==> src/rtl/riscv_pkg.sv <==
// -----------------------------------------------------------------------------
// riscv_pkg : shared RV32I opcodes, control FSM states and datapath mux codes
// Rev 1.0
// -----------------------------------------------------------------------------
`default_nettype none

package riscv_pkg;

  localparam logic [6:0] c_OPC_OP     = 7'b0110011;
  localparam logic [6:0] c_OPC_OP_IMM = 7'b0010011;
  localparam logic [6:0] c_OPC_LOAD   = 7'b0000011;
  localparam logic [6:0] c_OPC_STORE  = 7'b0100011;
  localparam logic [6:0] c_OPC_BRANCH = 7'b1100011;
  localparam logic [6:0] c_OPC_JAL    = 7'b1101111;
  localparam logic [6:0] c_OPC_JALR   = 7'b1100111;
  localparam logic [6:0] c_OPC_LUI    = 7'b0110111;
  localparam logic [6:0] c_OPC_AUIPC  = 7'b0010111;

  typedef enum logic [3:0] {
    ST_FETCH    = 4'd0,
    ST_DECODE   = 4'd1,
    ST_EXEC_R   = 4'd2,
    ST_EXEC_I   = 4'd3,
    ST_EXEC_PC  = 4'd4,
    ST_WB_ALU   = 4'd5,
    ST_MEM_ADDR = 4'd6,
    ST_MEM_RD   = 4'd7,
    ST_WB_MEM   = 4'd8,
    ST_MEM_WR   = 4'd9,
    ST_BRANCH   = 4'd10,
    ST_JAL      = 4'd11,
    ST_JALR     = 4'd12,
    ST_WB_IMM   = 4'd13,
    ST_TRAP     = 4'd14
  } state_e;

  typedef enum logic [1:0] {
    PC_PLUS4 = 2'd0,
    PC_IMM   = 2'd1,
    PC_ALU   = 2'd2
  } pc_src_e;

  typedef enum logic [1:0] {
    WBS_ALU = 2'd0,
    WBS_MDR = 2'd1,
    WBS_PC4 = 2'd2,
    WBS_IMM = 2'd3
  } wb_src_e;

  typedef enum logic [1:0] {
    ALU_ADD   = 2'd0,
    ALU_CMP   = 2'd1,
    ALU_FUNCT = 2'd2
  } alu_op_e;

  typedef enum logic [1:0] {
    TC_NONE        = 2'd0,
    TC_ILLEGAL     = 2'd1,
    TC_MEM_TIMEOUT = 2'd2
  } trap_cause_e;

  typedef struct packed {
    logic    mem_req;
    logic    mem_we;
    logic    mem_addr_src;
    logic    ir_write;
    logic    mdr_write;
    logic    pc_write;
    pc_src_e pc_src;
    logic    alu_a_src;
    logic    alu_b_src;
    alu_op_e alu_op;
    logic    reg_write;
    wb_src_e wb_src;
  } ctrl_t;

  function automatic state_e dispatch(input logic [6:0] opcode);
    state_e s;
    unique case (opcode)
      c_OPC_OP:               s = ST_EXEC_R;
      c_OPC_OP_IMM:           s = ST_EXEC_I;
      c_OPC_LOAD, c_OPC_STORE: s = ST_MEM_ADDR;
      c_OPC_BRANCH:           s = ST_BRANCH;
      c_OPC_JAL:              s = ST_JAL;
      c_OPC_JALR:             s = ST_JALR;
      c_OPC_LUI:              s = ST_WB_IMM;
      c_OPC_AUIPC:            s = ST_EXEC_PC;
      default:                s = ST_TRAP;
    endcase
    return s;
  endfunction

  function automatic logic is_mem_state(input state_e s);
    return (s == ST_FETCH) || (s == ST_MEM_RD) || (s == ST_MEM_WR);
  endfunction

endpackage

`default_nettype wire

==> src/rtl/multicycle_controller_if.sv <==
// -----------------------------------------------------------------------------
// multicycle_controller_if : control bus between the main FSM and the datapath
// Rev 1.0
// -----------------------------------------------------------------------------
`default_nettype none

interface multicycle_controller_if;

  logic [6:0] opcode;
  logic       branch_cond;
  logic       mem_ready;
  logic       mem_req;
  logic       mem_we;
  logic       mem_addr_src;
  logic       ir_write;
  logic       mdr_write;
  logic       pc_write;
  logic [1:0] pc_src;
  logic       alu_a_src;
  logic       alu_b_src;
  logic [1:0] alu_op;
  logic       reg_write;
  logic [1:0] wb_src;
  logic       instr_retired;
  logic       trap;
  logic [1:0] trap_cause;

  modport master (
    input  opcode, branch_cond, mem_ready,
    output mem_req, mem_we, mem_addr_src, ir_write, mdr_write, pc_write,
           pc_src, alu_a_src, alu_b_src, alu_op, reg_write, wb_src,
           instr_retired, trap, trap_cause
  );

  modport slave (
    output opcode, branch_cond, mem_ready,
    input  mem_req, mem_we, mem_addr_src, ir_write, mdr_write, pc_write,
           pc_src, alu_a_src, alu_b_src, alu_op, reg_write, wb_src,
           instr_retired, trap, trap_cause
  );

endinterface

`default_nettype wire

==> src/rtl/multicycle_controller_mem_watchdog.sv <==
// -----------------------------------------------------------------------------
// mem_watchdog : counts stalled memory-request cycles and flags the timeout
// Rev 1.0
// -----------------------------------------------------------------------------
`default_nettype none

module mem_watchdog #(
  parameter int unsigned MEM_TIMEOUT = 255,
  parameter int unsigned TO_W        = 8
) (
  input  logic clk,
  input  logic rst,
  input  logic clear_i,
  input  logic count_i,
  output logic timeout_o
);

  if (MEM_TIMEOUT != 0) begin : g_wd_on
    logic [TO_W-1:0] cnt_q;

    always_ff @(posedge clk) begin
      if (rst || clear_i) begin
        cnt_q <= '0;
      end else if (count_i && (cnt_q != '1)) begin
        cnt_q <= cnt_q + TO_W'(1);
      end
    end

    assign timeout_o = (cnt_q == TO_W'(MEM_TIMEOUT));
  end else begin : g_wd_off
    logic unused_wd;
    assign unused_wd = clk ^ rst ^ clear_i ^ count_i;
    assign timeout_o = 1'b0;
  end

endmodule

`default_nettype wire

==> src/rtl/multicycle_controller.sv <==
// -----------------------------------------------------------------------------
// multicycle_controller : RV32I multi-cycle main control FSM
// Rev 1.0
// -----------------------------------------------------------------------------
`default_nettype none

module multicycle_controller
  import riscv_pkg::*;
#(
  parameter int unsigned MEM_TIMEOUT = 255,
  parameter int unsigned TO_W        = 8
) (
  input logic                     clk,
  input logic                     rst,
  multicycle_controller_if.master bus_if
);

  state_e      state_q, state_d;
  trap_cause_e cause_q, cause_d;
  ctrl_t       w_ctrl, w_out;
  logic        w_in_mem;
  logic        w_stall_trap;
  logic        w_wd_clear;
  logic        w_wd_count;
  logic        w_wd_timeout;

  assign w_in_mem     = is_mem_state(state_q);
  assign w_stall_trap = w_in_mem && !bus_if.mem_ready && w_wd_timeout;

  always_comb begin
    state_d = state_q;
    cause_d = cause_q;
    if (w_stall_trap) begin
      state_d = ST_TRAP;
      cause_d = TC_MEM_TIMEOUT;
    end else begin
      unique case (state_q)
        ST_FETCH:    if (bus_if.mem_ready) state_d = ST_DECODE;
        ST_DECODE: begin
          state_d = dispatch(bus_if.opcode);
          if (state_d == ST_TRAP) cause_d = TC_ILLEGAL;
        end
        ST_EXEC_R, ST_EXEC_I, ST_EXEC_PC: state_d = ST_WB_ALU;
        // opcode[5] is the only bit separating STORE from LOAD
        ST_MEM_ADDR: state_d = bus_if.opcode[5] ? ST_MEM_WR : ST_MEM_RD;
        ST_MEM_RD:   if (bus_if.mem_ready) state_d = ST_WB_MEM;
        ST_MEM_WR:   if (bus_if.mem_ready) state_d = ST_FETCH;
        ST_WB_ALU, ST_WB_MEM, ST_BRANCH, ST_JAL, ST_JALR, ST_WB_IMM:
          state_d = ST_FETCH;
        ST_TRAP:     state_d = ST_TRAP;
        default:     state_d = ST_FETCH;
      endcase
    end
  end

  always_ff @(posedge clk) begin
    if (rst) begin
      state_q <= ST_FETCH;
      cause_q <= TC_NONE;
    end else begin
      state_q <= state_d;
      cause_q <= cause_d;
    end
  end

  always_comb begin
    w_ctrl = '0;
    unique case (state_q)
      ST_FETCH: begin
        w_ctrl.mem_req  = 1'b1;
        w_ctrl.ir_write = bus_if.mem_ready;
      end
      ST_EXEC_R: begin
        w_ctrl.alu_op = ALU_FUNCT;
      end
      ST_EXEC_I: begin
        w_ctrl.alu_b_src = 1'b1;
        w_ctrl.alu_op    = ALU_FUNCT;
      end
      ST_EXEC_PC, ST_MEM_ADDR: begin
        w_ctrl.alu_a_src = (state_q == ST_EXEC_PC);
        w_ctrl.alu_b_src = 1'b1;
        w_ctrl.alu_op    = ALU_ADD;
      end
      ST_WB_ALU, ST_WB_MEM, ST_WB_IMM: begin
        w_ctrl.reg_write = 1'b1;
        w_ctrl.pc_write  = 1'b1;
        w_ctrl.pc_src    = PC_PLUS4;
        w_ctrl.wb_src    = (state_q == ST_WB_ALU) ? WBS_ALU :
                           (state_q == ST_WB_MEM) ? WBS_MDR : WBS_IMM;
      end
      ST_MEM_RD: begin
        w_ctrl.mem_req      = 1'b1;
        w_ctrl.mem_addr_src = 1'b1;
        w_ctrl.mdr_write    = bus_if.mem_ready;
      end
      ST_MEM_WR: begin
        w_ctrl.mem_req      = 1'b1;
        w_ctrl.mem_we       = 1'b1;
        w_ctrl.mem_addr_src = 1'b1;
        w_ctrl.pc_write     = bus_if.mem_ready;
        w_ctrl.pc_src       = PC_PLUS4;
      end
      ST_BRANCH: begin
        w_ctrl.alu_op   = ALU_CMP;
        w_ctrl.pc_write = 1'b1;
        w_ctrl.pc_src   = bus_if.branch_cond ? PC_IMM : PC_PLUS4;
      end
      ST_JAL: begin
        w_ctrl.reg_write = 1'b1;
        w_ctrl.wb_src    = WBS_PC4;
        w_ctrl.pc_write  = 1'b1;
        w_ctrl.pc_src    = PC_IMM;
      end
      ST_JALR: begin
        w_ctrl.alu_b_src = 1'b1;
        w_ctrl.alu_op    = ALU_ADD;
        w_ctrl.reg_write = 1'b1;
        w_ctrl.wb_src    = WBS_PC4;
        w_ctrl.pc_write  = 1'b1;
        w_ctrl.pc_src    = PC_ALU;
      end
      default: w_ctrl = '0;
    endcase
    // reset kills every strobe combinationally, aborting any in-flight access
    w_out = rst ? '0 : w_ctrl;
  end

  assign w_wd_clear = !w_in_mem || (state_d != state_q);
  assign w_wd_count = w_out.mem_req && !bus_if.mem_ready;

  mem_watchdog #(
    .MEM_TIMEOUT(MEM_TIMEOUT),
    .TO_W       (TO_W)
  ) u_mem_watchdog (
    .clk      (clk),
    .rst      (rst),
    .clear_i  (w_wd_clear),
    .count_i  (w_wd_count),
    .timeout_o(w_wd_timeout)
  );

  assign bus_if.mem_req       = w_out.mem_req;
  assign bus_if.mem_we        = w_out.mem_we;
  assign bus_if.mem_addr_src  = w_out.mem_addr_src;
  assign bus_if.ir_write      = w_out.ir_write;
  assign bus_if.mdr_write     = w_out.mdr_write;
  assign bus_if.pc_write      = w_out.pc_write;
  assign bus_if.pc_src        = w_out.pc_src;
  assign bus_if.alu_a_src     = w_out.alu_a_src;
  assign bus_if.alu_b_src     = w_out.alu_b_src;
  assign bus_if.alu_op        = w_out.alu_op;
  assign bus_if.reg_write     = w_out.reg_write;
  assign bus_if.wb_src        = w_out.wb_src;
  assign bus_if.instr_retired = w_out.pc_write;
  assign bus_if.trap          = !rst && (state_q == ST_TRAP);
  assign bus_if.trap_cause    = rst ? 2'd0 : cause_q;

endmodule

`default_nettype wire
==> src/flat_wrapper.sv <==
// flat-port wrapper written by rule: the top's interface ports become plain ports
module multicycle_controller_flat import riscv_pkg::*;
#(
  parameter int unsigned MEM_TIMEOUT = 255,
  parameter int unsigned TO_W        = 8
)
  (clk, rst, bus_if_opcode, bus_if_branch_cond, bus_if_mem_ready, bus_if_mem_req, bus_if_mem_we, bus_if_mem_addr_src, bus_if_ir_write, bus_if_mdr_write, bus_if_pc_write, bus_if_pc_src, bus_if_alu_a_src, bus_if_alu_b_src, bus_if_alu_op, bus_if_reg_write, bus_if_wb_src, bus_if_instr_retired, bus_if_trap, bus_if_trap_cause);
  multicycle_controller_if bus_if_i ();
  input logic clk;
  input logic rst;
  input wire logic [$bits(bus_if_i.opcode)-1:0] bus_if_opcode;
  input wire logic [$bits(bus_if_i.branch_cond)-1:0] bus_if_branch_cond;
  input wire logic [$bits(bus_if_i.mem_ready)-1:0] bus_if_mem_ready;
  output wire logic [$bits(bus_if_i.mem_req)-1:0] bus_if_mem_req;
  output wire logic [$bits(bus_if_i.mem_we)-1:0] bus_if_mem_we;
  output wire logic [$bits(bus_if_i.mem_addr_src)-1:0] bus_if_mem_addr_src;
  output wire logic [$bits(bus_if_i.ir_write)-1:0] bus_if_ir_write;
  output wire logic [$bits(bus_if_i.mdr_write)-1:0] bus_if_mdr_write;
  output wire logic [$bits(bus_if_i.pc_write)-1:0] bus_if_pc_write;
  output wire logic [$bits(bus_if_i.pc_src)-1:0] bus_if_pc_src;
  output wire logic [$bits(bus_if_i.alu_a_src)-1:0] bus_if_alu_a_src;
  output wire logic [$bits(bus_if_i.alu_b_src)-1:0] bus_if_alu_b_src;
  output wire logic [$bits(bus_if_i.alu_op)-1:0] bus_if_alu_op;
  output wire logic [$bits(bus_if_i.reg_write)-1:0] bus_if_reg_write;
  output wire logic [$bits(bus_if_i.wb_src)-1:0] bus_if_wb_src;
  output wire logic [$bits(bus_if_i.instr_retired)-1:0] bus_if_instr_retired;
  output wire logic [$bits(bus_if_i.trap)-1:0] bus_if_trap;
  output wire logic [$bits(bus_if_i.trap_cause)-1:0] bus_if_trap_cause;
  assign bus_if_i.opcode = bus_if_opcode;
  assign bus_if_i.branch_cond = bus_if_branch_cond;
  assign bus_if_i.mem_ready = bus_if_mem_ready;
  assign bus_if_mem_req = bus_if_i.mem_req;
  assign bus_if_mem_we = bus_if_i.mem_we;
  assign bus_if_mem_addr_src = bus_if_i.mem_addr_src;
  assign bus_if_ir_write = bus_if_i.ir_write;
  assign bus_if_mdr_write = bus_if_i.mdr_write;
  assign bus_if_pc_write = bus_if_i.pc_write;
  assign bus_if_pc_src = bus_if_i.pc_src;
  assign bus_if_alu_a_src = bus_if_i.alu_a_src;
  assign bus_if_alu_b_src = bus_if_i.alu_b_src;
  assign bus_if_alu_op = bus_if_i.alu_op;
  assign bus_if_reg_write = bus_if_i.reg_write;
  assign bus_if_wb_src = bus_if_i.wb_src;
  assign bus_if_instr_retired = bus_if_i.instr_retired;
  assign bus_if_trap = bus_if_i.trap;
  assign bus_if_trap_cause = bus_if_i.trap_cause;
  multicycle_controller #(.MEM_TIMEOUT(MEM_TIMEOUT), .TO_W(TO_W)) u_core (.clk(clk), .rst(rst), .bus_if(bus_if_i));
endmodule
==> config.mk <==
export PLATFORM = sky130hd
export DESIGN_NAME = multicycle_controller_flat
export DESIGN_NICKNAME = d
export VERILOG_FILES = /design/src/rtl/riscv_pkg.sv /design/src/rtl/multicycle_controller_if.sv /design/src/rtl/multicycle_controller_mem_watchdog.sv /design/src/rtl/multicycle_controller.sv /design/src/flat_wrapper.sv
export SDC_FILE = /design/constraint.sdc
export NUM_CORES = 1
export LEC_CHECK = 0
export CORE_AREA = 2 2 54 56
export CTS_CLUSTER_SIZE = 24
export DETAILED_ROUTE_END_ITERATION = 6
export DIE_AREA = 0 0 56 58
export GPL_TIMING_DRIVEN = 0
export MAX_ROUTING_LAYER = met4
export PLACE_DENSITY = 0.86
export SETUP_SLACK_MARGIN = 0.3
export SYNTH_ARGS = -nofsm -noshare
export SYNTH_HDL_FRONTEND = slang
export SYNTH_SLANG_ARGS = --single-unit
==> constraint.sdc <==
create_clock -name clk -period 2.3 [get_ports clk]
set_input_delay 0.575 -clock clk [delete_from_list [all_inputs] [get_ports clk]]
set_output_delay 0.575 -clock clk [all_outputs]
set_load 0.005 [all_outputs]
## Word level (Yosys, flattened, before mapping)

Cells that the tools add are included.
W data, S select, Z words.

| storage, ports and cells | value |
|---|---|
| bits in registers | 14 |
| input port bits | 11 |
| output and inout port bits | 19 |
| logic and storage cells | 86 |

| cells by class | value |
|---|---|
| add/subtract/negate cells | 1 |
| equality and inequality tests | 27 |
| multiplexer cells | 27 |
| reduce and logical (&&, ||, !) cells | 27 |

Operators with widths:

| operator | number |
|---|---|
| $eq A4 B4 Y1 const B | 8 |
| $pmux W4 S8 | 1 |
| $mux W4 | 7 |
| $pmux W4 S7 | 1 |
| $eq A7 B6 Y1 const B | 3 |
| $eq A7 B7 Y1 const B | 3 |
| $eq A4 B3 Y1 const B | 4 |
| $mux W15 | 1 |
| $pmux W3 S5 | 1 |
| $eq A7 B5 Y1 const B | 2 |
| $mux W2 | 6 |
| $reduce_or A2 Y1 | 6 |
| $reduce_or A3 Y1 | 3 |
| $add A8 B1 Y8 const B | 1 |
| $eq A4 B2 Y1 const B | 2 |
| $eq A8 B8 Y1 const B | 1 |
| $mux W1 | 8 |
| $ne A8 B8 Y1 const B | 1 |
| $eq A7 B2 Y1 const B | 1 |
| $pmux W3 S2 | 1 |
| $logic_and A1 B1 Y1 | 5 |
| $eq A4 B1 Y1 const B | 1 |
| $logic_not A4 Y1 | 1 |
| $logic_or A1 B1 Y1 | 4 |
| other kinds (6) | 10 |

## Depth between registers and ports, before layout

Gate-level depths: netlist of the first run.

| depth | value |
|---|---|
| depth after elaboration | 11 |
| mapped depth | 6 |
| gate-level depth less buffers | 5 |

## Cells and area by module

From an unflattened synthesis of the first run, not the netlist that was laid out.

| unflattened totals | value |
|---|---|
| cells, all modules | 180 |
| area total of the unflattened synthesis | 1327.5 um^2 |

Modules (own cells, without submodules):

| module | instances | cells each | area an instance (um^2) | seq. area each (um^2) |
|---|---|---|---|---|
| multicycle_controller | 1 | 131 | 902.1 | 120.1 |
| mem_watchdog | 1 | 49 | 425.4 | 160.2 |

## Worst setup path before layout of the first run

Ideal clock, no wire load.

| timing path | value |
|---|---|
| path kind | reg2out |
| start point | reg u_core.state_q[3] |
| end point | out bus_if_pc_write |
| arrival | 1606 ps |
| required time | 1725 ps |
| setup slack | 119 ps |
| stages on the path, launching flop included | 6 |
| path buffers | 3 |
| cells stage by stage | dfxtp_1 clkbuf_1 buf_2 a21oi_1 a2111oi_0 buf_4 |

| on the way | value |
|---|---|
| longest elaborated chain between the ends | 4 |
| elaborated cells between the ends (all ways) | 10 |
| classes of those cells | eq/ne: 7; mux: 2; reduce/logical: 1 |

RTL lines:

| item | line | source |
|---|---|---|
| start: declaration | multicycle_controller.sv:18 | `state_e state_q, state_d;` |
| start signal: assignment | multicycle_controller.sv:61 | `state_q <= state_d;` |
| $eq A4 B4 Y1 / $eq A4 B3 Y1 (equally long branches) | multicycle_controller.sv:68 | `unique case (state_q)` |
| $reduce_or A3 Y1 | multicycle_controller.sv:68 |  |
| $pmux W3 S5 (*) | multicycle_controller.sv:68 |  |
| $mux W15 (*) | multicycle_controller.sv:126 | `w_out = rst ? '0 : w_ctrl;` |
| end: declaration | flat_wrapper.sv:19 | `output wire logic [$bits(bus_if_i.pc_write)-1:0] bus_if_pc_write;` |

Mark *: on every way between the ends. The rest lies on a longest branch, timed or not.

## Worst setup path in the final report of the first run

| timing path | value |
|---|---|
| start point | reg u_core.state_q[0] |
| end point | out bus_if_pc_write |

The elaborated chain is that of the path after synthesis.

==> results of run 1 <==
-- cells by family after synthesis --
kind of cell / synth area share
simple gates: 0.341
compound gates: 0.302
buf+inv: 0.0727
flops: 0.220
xor+xnor: 0.0550
fa+ha+maj: 0.00982
-- metal layers --
metal,global-route usage,routed length [um],vias up
met2,0.513,2490,128
li1,-,-,729
met3,0.0491,478,28
met4,0.187,222,0
met5,-,0,-
met1,0.354,2070,778
-- power by group through the flow --
stage	logic [mW]	registers, mW	clock network, mW
final	1.75	0.322	0.182
after global routing	1.82	0.327	0.196
after CTS	1.33	0.314	0.183
after detailed placement	0.876	0.317	0
after global placement	0.854	0.313	0
after floorplan	0.635	0.310	0
-- Yosys cell counts (4+ instances only) --
cell type,count,area (um^2)
sky130_fd_sc_hd__a211oi_2,5,62.6
sky130_fd_sc_hd__a21oi_1,8,40.0
sky130_fd_sc_hd__buf_2,5,25.0
sky130_fd_sc_hd__clkbuf_1,5,18.8
sky130_fd_sc_hd__dfxtp_1,14,280
sky130_fd_sc_hd__inv_1,7,26.3
sky130_fd_sc_hd__nand2_1,6,22.5
sky130_fd_sc_hd__nand2b_1,7,43.8
sky130_fd_sc_hd__nand3_1,4,20.0
sky130_fd_sc_hd__nor2_1,17,63.8
sky130_fd_sc_hd__nor2b_1,4,25.0
sky130_fd_sc_hd__nor3_1,10,50.1
sky130_fd_sc_hd__nor4_1,4,25.0
sky130_fd_sc_hd__or2_2,4,25.0
sky130_fd_sc_hd__xor2_1,5,43.8
-- worst max-delay path by stage --
| stage | from | end | cells after the start |
|---|---|---|---|
| finish | u_core.state_q[0] | bus_if_pc_write | 7 |
| global route | u_core.state_q[0] | bus_if_pc_write | 7 |
| CTS | u_core.state_q[1] | bus_if_mem_req | 4 |
| detailed placement | bus_if_mem_ready | bus_if_pc_write | 7 |
| global placement | bus_if_mem_ready | bus_if_pc_write | 7 |
| floorplan | u_core.state_q[3] | bus_if_pc_write | 5 |
-- registers in the layout, indices dropped and copies added, names as in the netlist --
| name | flops |
|---|---|
| u_core.u_mem_watchdog.g_wd_on.cnt_q | 8 |
| u_core.state_q | 4 |
| u_core.cause_q | 2 |
-- per-stage QoR --
| stage | util | std cells | setup slack, ns |
|---|---|---|---|
| 2_1_floorplan | - | 161 | 0.349 |
| 3_3_place_gp | 0.597 | 219 | -0.729 |
| 3_5_place_dp | 0.597 | 219 | -0.756 |
| 4_1_cts | 0.717 | 243 | 0.0750 |
| 5_1_grt | 0.789 | 257 | 0.0168 |
| 6_report | 0.789 | 257 | 0.0704 |
-- worst min-delay path, stage by stage, from the launching register on --
cell	delay, ns
sky130_fd_sc_hd__dfxtp_1	0.30
sky130_fd_sc_hd__inv_1	0.06
sky130_fd_sc_hd__a211oi_1	0.07
-- final cells by class --
cell class                 instances  area [um^2]  share of cell area
buffer                            13          176              0.0839
clock buffer                       4         36.3              0.0173
inverter                           7         26.3              0.0125
multi-input combinational        127         1060               0.507
sequential                        14          288               0.137
tap                               31         38.8              0.0185
timing repair buffer              61          472               0.224
-- repair_timing --
item,CTS,global route
pin swaps,8,13
gates resized for setup,125,35
endpoints found under the setup margin,27,18
gates cloned,0,1
setup buffers,20,13
==> impl_metrics.tcl, run 1 <==
set metrics [dict create \
    outcome "completed" \
    n_fill_cell 150 \
    floorplan.core_area_mm2 0.00266 \
    clock_insertion_delay_worst_skew_ns 0.29 \
    transition_time_at_the_pin_with_the_least_slew_margin_ns 0.444 \
    clock.fmax_ghz 0.449 \
    critical_path.n_buffers_inverters 4 \
    gp_congestion 0.889 \
    cp-start-kind "register" \
    die_width_um 56 \
    cp_max_delay_cell "sky130_fd_sc_hd__a2111oi_4" \
    hold_class "reg -> reg" \
    timing.critical_path.cells "buf_6 > clkbuf_16 > nand3_2 > a21oi_2 > a2111oi_4 > buf_4 > clkbuf_2" \
    initial_core_util 0.478 \
    min_from "u_core.cause_q[0]" \
    synth_seq_area_share 0.220 \
    antenna_cells 0 \
    buffer_ports.inserted 27 \
    r2r_slack_ns 0.35 \
    post_drt_wl_per_cell_um 20.5 \
    timing_hold_violations_final 0 \
    netSwitchingFraction 0.431 \
    finalCritPeriodShare 0.969 \
    post-route-drc-count 0 \
    antenna_violation_net_count_after_detailed_routing 0 \
    synth.distinct_cells 54 \
    main_flop_type_after_synthesis "sky130_fd_sc_hd__dfxtp_1" \
    setup_violations 0 \
    cts.sink_count 14 \
    hold-worst-slack_ns 0.480 \
    count_of_pins_on_the_block_boundary 30 \
    route.detailed.vias_per_inst 6.47 \
    cts_tree "yes" \
    post-route-min-period_ns 2.23 \
    share_of_synthesized_flip_flops_with_an_asynchronous_set_or_reset 0 \
    synth_enable_flop_cells 0 \
    final_nets 239 \
    first_global_vias 1570 \
    cts_made_buffers 3 \
    mostFrequentLayoutCell "sky130_fd_sc_hd__buf_4" \
    pwr_density_cell_mw_per_mm2 1070 \
    synth.ff_latch_count 14 \
    die_footprint_mm2 0.00325 \
    global_route_congestion_overflow_total 0 \
    share_clk_of_total_power 0.081 \
    die_height_um 58 \
    slew_viol_final 0 \
    timing.reg2reg.worst_path_depth 5 \
    dr_total_vias 1663 \
    ir_worst_vdd_v 0.000863 \
    cts-root-to-sink-buffers 2 \
    post-route-cell-area_mm2 0.00210 \
    core.rowCount 19 \
    net-switching-power_uw 971 \
    cp_top_family "buffers and inverters" \
    final_layout_size_suffix_gt1_frac 0.513 \
    syn_to_final_growth_pct 65.0 \
    post_cts_hold_buffer_count 0 \
    groute.usage.overall 0.310 \
    maxSlewHeadroom 0.702 \
    drt_iter0_markers 214 \
    syn_avg_cell_area_um2 7.91 \
    cts.reportedPaths.clkPinSlew_ns 0.09 \
    min_delay_worst_endpoint "u_core.cause_q[0]" \
    timing.critical_path.to_type "primary output" \
    regToRegEndpoint "u_core.u_mem_watchdog.g_wd_on.cnt_q[4]" \
    worst_clock_skew_ns 0.00865 \
    ctsRootBufferMaster "sky130_fd_sc_hd__clkbuf_4" \
    pin_count_of_the_biggest_net_entering_global_routing 11 \
    clock_tree.htree_level_count 1 \
    r2r-start "u_core.u_mem_watchdog.g_wd_on.cnt_q[0]" \
    cellLeakagePower_nw 0.859 \
    power.total_mw 2.25 \
    timing.critical_path.required_ns 1.73 \
    drv.max_cap_violation_count 0 \
    critical_path.max_stage_delay_ns 0.35 \
    mostFrequentLayoutCells "sky130_fd_sc_hd__buf_4 (27), sky130_fd_sc_hd__buf_2 (17), sky130_fd_sc_hd__buf_6 (14), sky130_fd_sc_hd__nor2_1 (14), sky130_fd_sc_hd__dfxtp_1 (10)" \
    synthesis.nets 173 \
    arrival_ns 1.65 \
    intPower_mw 1.28 \
    number_of_detailed_route_iterations_in_the_first_pass 5 \
    wire_length_of_the_first_global_routing_pass_um 7600 \
    grt_setup_unrepaired "yes" \
    power.sequential.fraction 0.143 \
    worst-setup-path-type "reg -> out" \
    placed_cell_area_mm2 0.00159 \
    share_comb_of_total_power 0.776 \
    drt_wl_total_um 5260 \
    post-dp-hpwl_um 2530 \
    critical_path_peak_fanout 5 \
    synthesis.instances 161 \
    grt_antenna_before_repair 0 \
    synth_warnings 0 \
    tns_ns 0 \
    post_synth_instance_area_mm2 0.00127 \
    hold_path_depth 2 \
]
(Power assumes the default switching activity.)
==> inputs of run 2 (changes only) <==
--- a/config.mk
+++ b/config.mk
@@ -11,7 +11,7 @@
 export DIE_AREA = 0 0 56 58
 export GPL_TIMING_DRIVEN = 0
 export MAX_ROUTING_LAYER = met4
-export PLACE_DENSITY = 0.86
+export PLACE_DENSITY = 0.81
 export SETUP_SLACK_MARGIN = 0.3
 export SYNTH_ARGS = -nofsm -noshare
 export SYNTH_HDL_FRONTEND = slang
==> run 2 against run 1 <==
Power rose by 2.5%. Sequential cell count did not move. Worst setup slack got worse by 0.088 ns. Clock-buffer cell count did not move. Die area did not move. Critical endpoint is now bus_if_mem_req. The run now ends with negative setup slack left. Clock skew rose by 0.0032 ns. Utilization rose by 1.8 points.
==> impl_metrics.tcl, run 2 (synthesis results as in run 1) <==
set metrics [dict create \
    timing.critical_path.to_type "primary output" \
    slew_viol_final 0 \
    antenna_violation_net_count_after_detailed_routing 0 \
    core.rowCount 19 \
    first_global_vias 1615 \
    dp_worst_setup_slack_ns -0.727 \
    drt_wl_total_um 6140 \
    die_width_um 56 \
    dpl.cell_count 219 \
    route.detailed.vias_per_inst 7.14 \
    drt_iter0_markers 175 \
    floorplan.core_area_mm2 0.00266 \
    ir_worst_vdd_v 0.000882 \
    timing.critical_path.cells "buf_8 > buf_4 > nand4bb_1 > a31oi_4 > buf_2" \
    outcome "finished, violations left" \
    die_footprint_mm2 0.00325 \
    setup_violations 1 \
    post-dp-hpwl_um 2610 \
    final_layout_size_suffix_gt1_frac 0.520 \
    syn_to_final_growth_pct 68.8 \
    most_crowded_layer_gr "met2" \
    critical_path.max_stage_delay_ns 0.36 \
    cts.reportedPaths.clkPinSlew_ns 0.09 \
    wire_length_of_the_first_global_routing_pass_um 7710 \
    finalCoreUtilization 0.807 \
    finalCritPeriodShare 1.01 \
    grt_antenna_before_repair 0 \
    timing.critical_path.required_ns 1.73 \
    grt_setup_unrepaired "yes" \
    layout_setup_ws_ns -0.0172 \
    gp_congestion 0.917 \
    pin_count_of_the_biggest_net_entering_global_routing 11 \
    hold_class "reg -> reg" \
    timing_hold_violations_final 0 \
    global_route_congestion_overflow_total 0 \
    cp_top_family "buffers and inverters" \
    cts.sink_count 14 \
    pwr_density_cell_mw_per_mm2 1070 \
    initial_core_util 0.478 \
    register_with_the_most_flip_flops "u_core.u_mem_watchdog.g_wd_on.cnt_q" \
    mostFrequentLayoutCell "sky130_fd_sc_hd__buf_4" \
    drv.max_cap_violation_count 0 \
    final_nets 238 \
    ctsRootBufferMaster "sky130_fd_sc_hd__clkbuf_4" \
    arrival_ns 1.74 \
    critical_path_peak_fanout 6 \
    largest_register_ff_count 8 \
    tns_ns -0.0172 \
    buffer_ports.inserted 27 \
    power.total_mw 2.31 \
    cp_max_delay_cell "sky130_fd_sc_hd__nand4bb_1" \
    antenna_cells 0 \
    placed_cell_area_mm2 0.00159 \
    post-route-cell-area_mm2 0.00215 \
    cellLeakagePower_nw 0.867 \
    post-route-drc-count 0 \
    mostFrequentLayoutCells "sky130_fd_sc_hd__buf_4 (26), sky130_fd_sc_hd__buf_2 (20), sky130_fd_sc_hd__nor2_1 (14), sky130_fd_sc_hd__dfxtp_1 (10), sky130_fd_sc_hd__buf_6 (9)" \
    dr_total_vias 1827 \
    post-route-min-period_ns 2.32 \
    met1_usage 0.331 \
    clock_insertion_delay_worst_skew_ns 0.29 \
    cp-start-kind "register" \
    critical_path.n_buffers_inverters 3 \
    transition_time_at_the_pin_with_the_least_slew_margin_ns 0.602 \
    clock.fmax_ghz 0.432 \
    post_drt_wl_per_cell_um 24.0 \
    hold-worst-slack_ns 0.479 \
    global_route.usage.met3 0.0268 \
    maxSlewHeadroom 0.595 \
    cts_made_buffers 3 \
    die_height_um 58 \
    worst_clock_skew_ns 0.0119 \
    cts_tree "yes" \
    cts-root-to-sink-buffers 2 \
    clock_tree.htree_level_count 1 \
    globalRouteMet2Util 0.566 \
    groute.usage.overall 0.310 \
    top_regs "u_core.u_mem_watchdog.g_wd_on.cnt_q (8), u_core.state_q (4), u_core.cause_q (2)" \
    violations "negative setup slack" \
    count_of_pins_on_the_block_boundary 30 \
    worst-setup-path-type "reg -> out" \
    number_of_detailed_route_iterations_in_the_first_pass 5 \
    final-instance-count-excl-fill 256 \
]
## run 2: cell types whose count changed in the layout (fill, tap and decap cells not counted), moves of 3 or more
cell | before | now
sky130_fd_sc_hd__buf_2 | 17 | 20
sky130_fd_sc_hd__buf_6 | 14 | 9
sky130_fd_sc_hd__buf_8 | 2 | 5
sky130_fd_sc_hd__nor3_4 | 1 | 4
## run 2: timing repair
item	4_1_cts	5_1_grt
gates resized for setup	134	33
hold buffers	0	0
pin swaps	12	14
setup buffers	20	13
endpoints found under the setup margin	27	21
gates cloned	0	0
## run 2: layout make-up
class / count / area [um^2]
Clock buffer: 4 / 36.3
Tap cell: 31 / 38.8
Sequential cell: 14 / 288
Fill cell: 131 / 513
Buffer: 13 / 179
Inverter: 7 / 28.8
Multi-Input combinational cell: 127 / 1120
Timing Repair Buffer: 60 / 463
## run 2: worst paths after layout
check,start,to,slack (ns),depth (start not counted)
worst min register to register,u_core.cause_q[0],u_core.cause_q[0],0.48,2
worst min-delay path,u_core.cause_q[0],u_core.cause_q[0],0.48,2
worst max register to register,u_core.state_q[0],u_core.cause_q[1],0.30,9
worst max-delay path,u_core.state_q[2],bus_if_mem_req,-0.02,5
## run 2: worst min-delay path, stage by stage, from the launching register on
cell and delay [ns]:
sky130_fd_sc_hd__dfxtp_1 0.31, sky130_fd_sc_hd__inv_1 0.06, sky130_fd_sc_hd__a211oi_1 0.07
## run 2: report_power, final
group	internal, mW	switching [mW]	leakage [nW]
combinational	0.866	0.931	0.730
sequential	0.294	0.0383	0.116
clock	0.0964	0.0848	0.0210
## run 2: per-layer routing
layer	up-vias	routed length, um	share of wire
met5	-	0	0
met4	0	550	0.090
met3	67	628	0.10
met2	186	2900	0.47
met1	836	2060	0.34
li1	738	-	-
